<file path="config.mk">
export PLATFORM = sky130hd
export DESIGN_NAME = wb_port_arbiter
export DESIGN_NICKNAME = d
export VERILOG_FILES = /design/src/rtl/wb_port_arbiter.sv
export SDC_FILE = /design/constraint.sdc
export NUM_CORES = 1
export LEC_CHECK = 0
export ABC_AREA = 1
export ABC_CLOCK_PERIOD_IN_PS = 4900
export CAP_MARGIN = 20
export CORE_ASPECT_RATIO = 1.5
export CORE_MARGIN = 8
export CORE_UTILIZATION = 40
export DETAILED_ROUTE_END_ITERATION = 10
export GPL_TIMING_DRIVEN = 1
export PLACE_DENSITY = 0.92
export SYNTH_ARGS = -nofsm -noshare
export SYNTH_HDL_FRONTEND = slang
export SYNTH_SLANG_ARGS = --single-unit
</file>
<file path="constraint.sdc">
create_clock -name clk_i -period 4.9 [get_ports clk_i]
set_input_delay 0.735 -clock clk_i [delete_from_list [all_inputs] [get_ports clk_i]]
set_output_delay 0.735 -clock clk_i [all_outputs]
set_load 0.01 [all_outputs]
</file>
<file path="src/rtl/wb_port_arbiter.sv">
// ---------------------------------------------------------------------------
// wb_port_arbiter
//
// Shares the register file's single write port among NUM_REQ writeback
// sources. Each cycle one valid requester is granted by round-robin and its
// rd/data are registered onto the write-port outputs (latency 1). Requesters
// that are not granted see ready low and keep their request pending.
//
// Optional feature (macro WB_ARB_PERF_EN): adds a saturating 32-bit counter
// of cycles in which at least one valid request was left waiting.
//
// Ports:
//   clk_i          clock, rising edge
//   n_rst          asynchronous active-low reset
//   req_valid_i    per-requester write request
//   req_rd_i       packed destination addresses, requester i at [i*AW +: AW]
//   req_wd_i       packed write data, requester i at [i*XLEN +: XLEN]
//   req_ready_o    one-hot grant, request consumed when valid & ready
//   wb_stall_i     freeze, no grants while high
//   rf_we_o        register-file write enable
//   rf_rd_addr_o   register-file destination address
//   rf_wd_o        register-file write data
//   grant_idx_o    requester that produced the current rf_* values
//   conflict_cnt_o waiting-request cycle counter (WB_ARB_PERF_EN only)
// ---------------------------------------------------------------------------
module wb_port_arbiter #(
    parameter int NUM_REQ = 3,
    parameter int XLEN    = 32,
    parameter int AW      = 5
) (
    input  logic                      clk_i,
    input  logic                      n_rst,
    input  logic [NUM_REQ-1:0]        req_valid_i,
    input  logic [NUM_REQ*AW-1:0]     req_rd_i,
    input  logic [NUM_REQ*XLEN-1:0]   req_wd_i,
    output logic [NUM_REQ-1:0]        req_ready_o,
    input  logic                      wb_stall_i,
    output logic                      rf_we_o,
    output logic [AW-1:0]             rf_rd_addr_o,
    output logic [XLEN-1:0]           rf_wd_o,
    output logic [$clog2(NUM_REQ)-1:0] grant_idx_o
`ifdef WB_ARB_PERF_EN
    ,
    output logic [31:0]               conflict_cnt_o
`endif
);

    localparam int IDXW = $clog2(NUM_REQ);

    // NUM_REQ expressed in the one-bit-wider arithmetic used for the wrap,
    // so the modulo compare stays width-matched.
    localparam logic [IDXW:0] NREQ_W = (IDXW+1)'(NUM_REQ);

    logic [IDXW-1:0]    rr_ptr_q;
    logic [IDXW-1:0]    rr_ptr_d;
    logic               rf_we_q;
    logic [AW-1:0]      rf_addr_q;
    logic [XLEN-1:0]    rf_wd_q;
    logic [IDXW-1:0]    grant_idx_q;

    logic               grant_found;
    logic [IDXW-1:0]    grant_idx;
    logic [NUM_REQ-1:0] grant_oh;
    logic [IDXW:0]      cand;
    logic [IDXW:0]      ptr_inc;
    logic [AW-1:0]      sel_rd;
    logic [XLEN-1:0]    sel_wd;

    // Scan rr_ptr, rr_ptr+1, ... with an explicit wrap (NUM_REQ need not be
    // a power of two) and take the first valid requester.
    always_comb begin
        grant_found = 1'b0;
        grant_idx   = '0;
        cand        = '0;
        for (int off = 0; off < NUM_REQ; off++) begin
            cand = {1'b0, rr_ptr_q} + (IDXW+1)'(off);
            if (cand >= NREQ_W) begin
                cand = cand - NREQ_W;
            end
            if (!grant_found && !wb_stall_i && req_valid_i[cand[IDXW-1:0]]) begin
                grant_found = 1'b1;
                grant_idx   = cand[IDXW-1:0];
            end
        end
    end

    always_comb begin
        grant_oh = '0;
        if (grant_found) begin
            grant_oh[grant_idx] = 1'b1;
        end
    end

    // Ready is held low while reset is asserted, independent of the inputs.
    assign req_ready_o = grant_oh & {NUM_REQ{n_rst}};

    assign sel_rd = req_rd_i[int'(grant_idx)*AW +: AW];
    assign sel_wd = req_wd_i[int'(grant_idx)*XLEN +: XLEN];

    // Pointer moves one past the granted index, wrapping at NUM_REQ.
    always_comb begin
        ptr_inc  = {1'b0, grant_idx} + (IDXW+1)'(1);
        rr_ptr_d = rr_ptr_q;
        if (grant_found) begin
            rr_ptr_d = (ptr_inc == NREQ_W) ? '0 : ptr_inc[IDXW-1:0];
        end
    end

    // Write-port register. A write to x0 is consumed but never enabled;
    // address/data/index still update so they show what was granted.
    always_ff @(posedge clk_i or negedge n_rst) begin
        if (!n_rst) begin
            rr_ptr_q    <= '0;
            rf_we_q     <= 1'b0;
            rf_addr_q   <= '0;
            rf_wd_q     <= '0;
            grant_idx_q <= '0;
        end else begin
            rr_ptr_q <= rr_ptr_d;
            if (grant_found) begin
                rf_we_q     <= (sel_rd != '0);
                rf_addr_q   <= sel_rd;
                rf_wd_q     <= sel_wd;
                grant_idx_q <= grant_idx;
            end else begin
                rf_we_q     <= 1'b0;
            end
        end
    end

    assign rf_we_o      = rf_we_q;
    assign rf_rd_addr_o = rf_addr_q;
    assign rf_wd_o      = rf_wd_q;
    assign grant_idx_o  = grant_idx_q;

`ifdef WB_ARB_PERF_EN
    logic [31:0] conflict_cnt_q;

    // Counts cycles where some valid request was left waiting, whether it
    // lost arbitration or was frozen by the stall. Saturates at all-ones.
    always_ff @(posedge clk_i or negedge n_rst) begin
        if (!n_rst) begin
            conflict_cnt_q <= '0;
        end else if (|(req_valid_i & ~req_ready_o) && (conflict_cnt_q != 32'hFFFF_FFFF)) begin
            conflict_cnt_q <= conflict_cnt_q + 32'd1;
        end
    end

    assign conflict_cnt_o = conflict_cnt_q;
`endif

endmodule
</file>
==> impl_metrics.ini <==
[pwr]
seq_power_share_pct = 21.9
p_leak_nw = 1.78
power_density_nw_per_um2 = 681
p_comb_share_pct = 69.9
p_int_mw = 1.50
pwr-share-clk_pct = 8.2
p_sw_mw = 1.39
netSwitchingFraction_pct = 48.1
irDropWorstVdd_mv = 0.414

[place]
dp.cells = 559
dpl_worst_slack_ps = 924
port_buffers = 159
gp_congestion = 0.912
dpl_cell_area_um2 = 4150
dp_hpwl_um = 7590

[global_route]
grt_max_degree = 53
grt_util_met3_pct = 4.80
grt_pass1_vias = 3265
grt_usage_pct = 21.3
grt_pass1_wl_um = 15500
use_met2_pct = 38.2
grt_util_met1_pct = 21.0
busiest_layer = met2
overflow = 0
antenna_found_initial = 0

[timing]
setup_tns_ps = 0
rsz0062_at_grt = false
timing.fmax_mhz = 250
finalCriticalPeriod_ps = 4000
worst_pin_slew_ps = 570
finalSetupViolCount = 0
fin_crit_sh_pct = 81.6
clock_skew_ps = 8.17
hold_viol_final = 0
worst_slack_ps = 900
finalMaxSlewViolations = 0
relSlewSlack_pct = 62.0

[route]
viasPerCell = 5.28
vias = 2993
routed_wl_um = 9960
drc = 0
dr.pass1.iters = 4
avgRoutedWirePerCell_um = 17.6
drtIter0Drc = 135
ant_nets = 0

[die]
die_h_um = 114
die_x_um = 81.2
start_util_pct = 41.3
coreArea_um2 = 6170
num_rows = 35
die-area_um2 = 9240
io-pin-count = 160

[cts]
clock_latency_ps = 290
root_buffer = clkbuf_8
clockBufferDepth = 2
cts.sinks = 42
cts_setup_buffers = 0
path_clk_slew_ps = 90
cts.repair.resized = 0
tritoncts = yes
htreeDepth = 2
ctsHoldBuffers = 0
cts_inserted_buffers = 5

[critical_path]
arrival_ps = 3260
end_kind = output port
path_cells = clkdlybuf4s50_1 > inv_1 > o21ai_2 > nand2_1 > nand3_1 > o21ai_2 > nor2_4 > inv_4 > nor2_8 > inv_1 > nor3_1 > clkdlybuf4s50_1
cp_top_family = buffers and inverters
worstSetupPathType = in -> out
start_kind = primary input
worstPathRequired_ps = 4160
cp_max_fo = 18
cp.buffers_inverters = 5
cp_slowest_cell = clkdlybuf4s50_1
cpPeakStageDelay_ps = 600

[logic_synthesis]
syn_avg_cell_area_um2 = 7.50
ys_seq_area_share_pct = 41.2
synth.net_count = 460
syn_area_um2 = 2550
ys_ff_latch = 42
synthDistinctLibCells = 29
yosys_warnings = 0
netlist_instances = 340

[hold_path]
min_path_type = in -> async

[final_layout]
final_cells = 567
nets = 612
area.growth.synth_to_final_pct = 66.5
drive_above_1_share_pct = 8.52
antenna_cells = 0
nFillCells = 505
final_area_um2 = 4250

[run]
maxCapViolCount = 0

[status]
status = finished, final reports clean
power by group through the flow:
stage                     sequential, mW  combinational, mW  clock (mW)
after global routing               0.659               2.23       0.260
after detailed placement           0.645               2.02           0
final                              0.635               2.02       0.237
after CTS                          0.636               2.03       0.243
after global placement             0.631               1.95           0
after floorplan                    0.717               1.22           0
synthesized netlist by cell type:
master | n | area share [%]
o211ai_2 | 5 | 2.5
nor2_1 | 71 | 10
buf_2 | 8 | 1.6
nand3_2 | 4 | 1.6
o211ai_1 | 12 | 3.5
nor3_2 | 1 | 0.39
inv_4 | 1 | 0.25
buf_4 | 3 | 0.88
o21ai_1 | 6 | 1.2
a21oi_1 | 31 | 6.1
clkbuf_1 | 5 | 0.74
a31oi_1 | 4 | 0.98
o21ai_0 | 29 | 5.7
nand3_1 | 9 | 1.8
nand4_2 | 1 | 0.49
nor3_1 | 1 | 0.20
nand2_2 | 3 | 0.74
o22ai_1 | 1 | 0.25
nor2_8 | 1 | 0.78
dfrtp_1 | 42 | 41
inv_1 | 13 | 1.9
ha_1 | 3 | 1.5
buf_6 | 3 | 1.3
nand3b_1 | 3 | 0.88
nand2_1 | 65 | 9.6
nand4_1 | 3 | 0.74
o21ai_2 | 3 | 1.0
inv_2 | 7 | 1.0
nor2_4 | 2 | 0.88
through the flow:
step                      hold slack, ps  util [%]  total power, mW
final                                495      68.8             2.89
after global routing                 525      68.8             3.15
after CTS                            493      68.8             2.91
after detailed placement             473      67.3             2.66
after global placement               466      67.3             2.58
after floorplan                      439         -             1.94
routing by layer:
layer | vias to the layer above | wire length (um)
li1 | 1430 | -
met1 | 1368 | 3560
met2 | 149 | 5220
met3 | 46 | 680
met4 | 0 | 497
met5 | - | 0
cells in the final DEF (no fill, tap or decap), types with 4 or more instances in the layout:
master and instances:
buf_4 5, o211ai_2 5, nor2_1 71, clkdlybuf4s50_1 158
nand3_1 9, inv_1 13, o21ai_1 6, o21ai_0 29
clkbuf_8 6, a21oi_1 31, inv_2 7, a31oi_1 4
nand3_2 4, nand2_1 65, dfrtp_1 42, o211ai_1 12
cell families (layout without fill, tap and decap cells):
| kind of cell | count (synthesis) | in the layout | share of synthesized area (%) |
|---|---|---|---|
| compound gates | 91 | 91 | 21.2 |
| fa+ha+maj | 3 | 3 | 1.47 |
| buf+inv | 40 | 193 | 7.70 |
| flops | 42 | 42 | 41.2 |
| simple gates | 164 | 164 | 28.4 |
state kept, by name (all words and copies together) (netlist names):
signal,cells
rf_rd_addr_o,5
grant_idx_o,2
rf_wd_o,32
rr_ptr_q,2
rf_we_o,1
path summary, 6_finish.rpt:
kind	cells after the start	slack, ps	to	start
min	2	500	rf_wd_o[8]	n_rst
max	12	900	req_ready_o[0]	req_valid_i[2]
max in group asynchronous	2	3990	rf_rd_addr_o[0]	n_rst
min reg2reg	2	500	grant_idx_o[1]	grant_idx_o[1]
max reg2reg	16	1990	rf_we_o	rr_ptr_q[0]
min in group clk_i	2	500	grant_idx_o[1]	grant_idx_o[1]
final cells by class:
| class | instances | area (um^2) | share of cell area [%] |
|---|---|---|---|
| Timing Repair Buffer | 164 | 1620 | 38.2 |
| Multi-Input combinational cell | 258 | 1300 | 30.7 |
| Sequential cell | 42 | 1050 | 24.7 |
| Tap cell | 74 | 92.6 | 2.18 |
| Clock buffer | 6 | 82.6 | 1.94 |
| Inverter | 21 | 81.3 | 1.91 |
| Clock inverter | 2 | 12.5 | 0.295 |
Note: power is estimated with default switching activity, not from simulation.
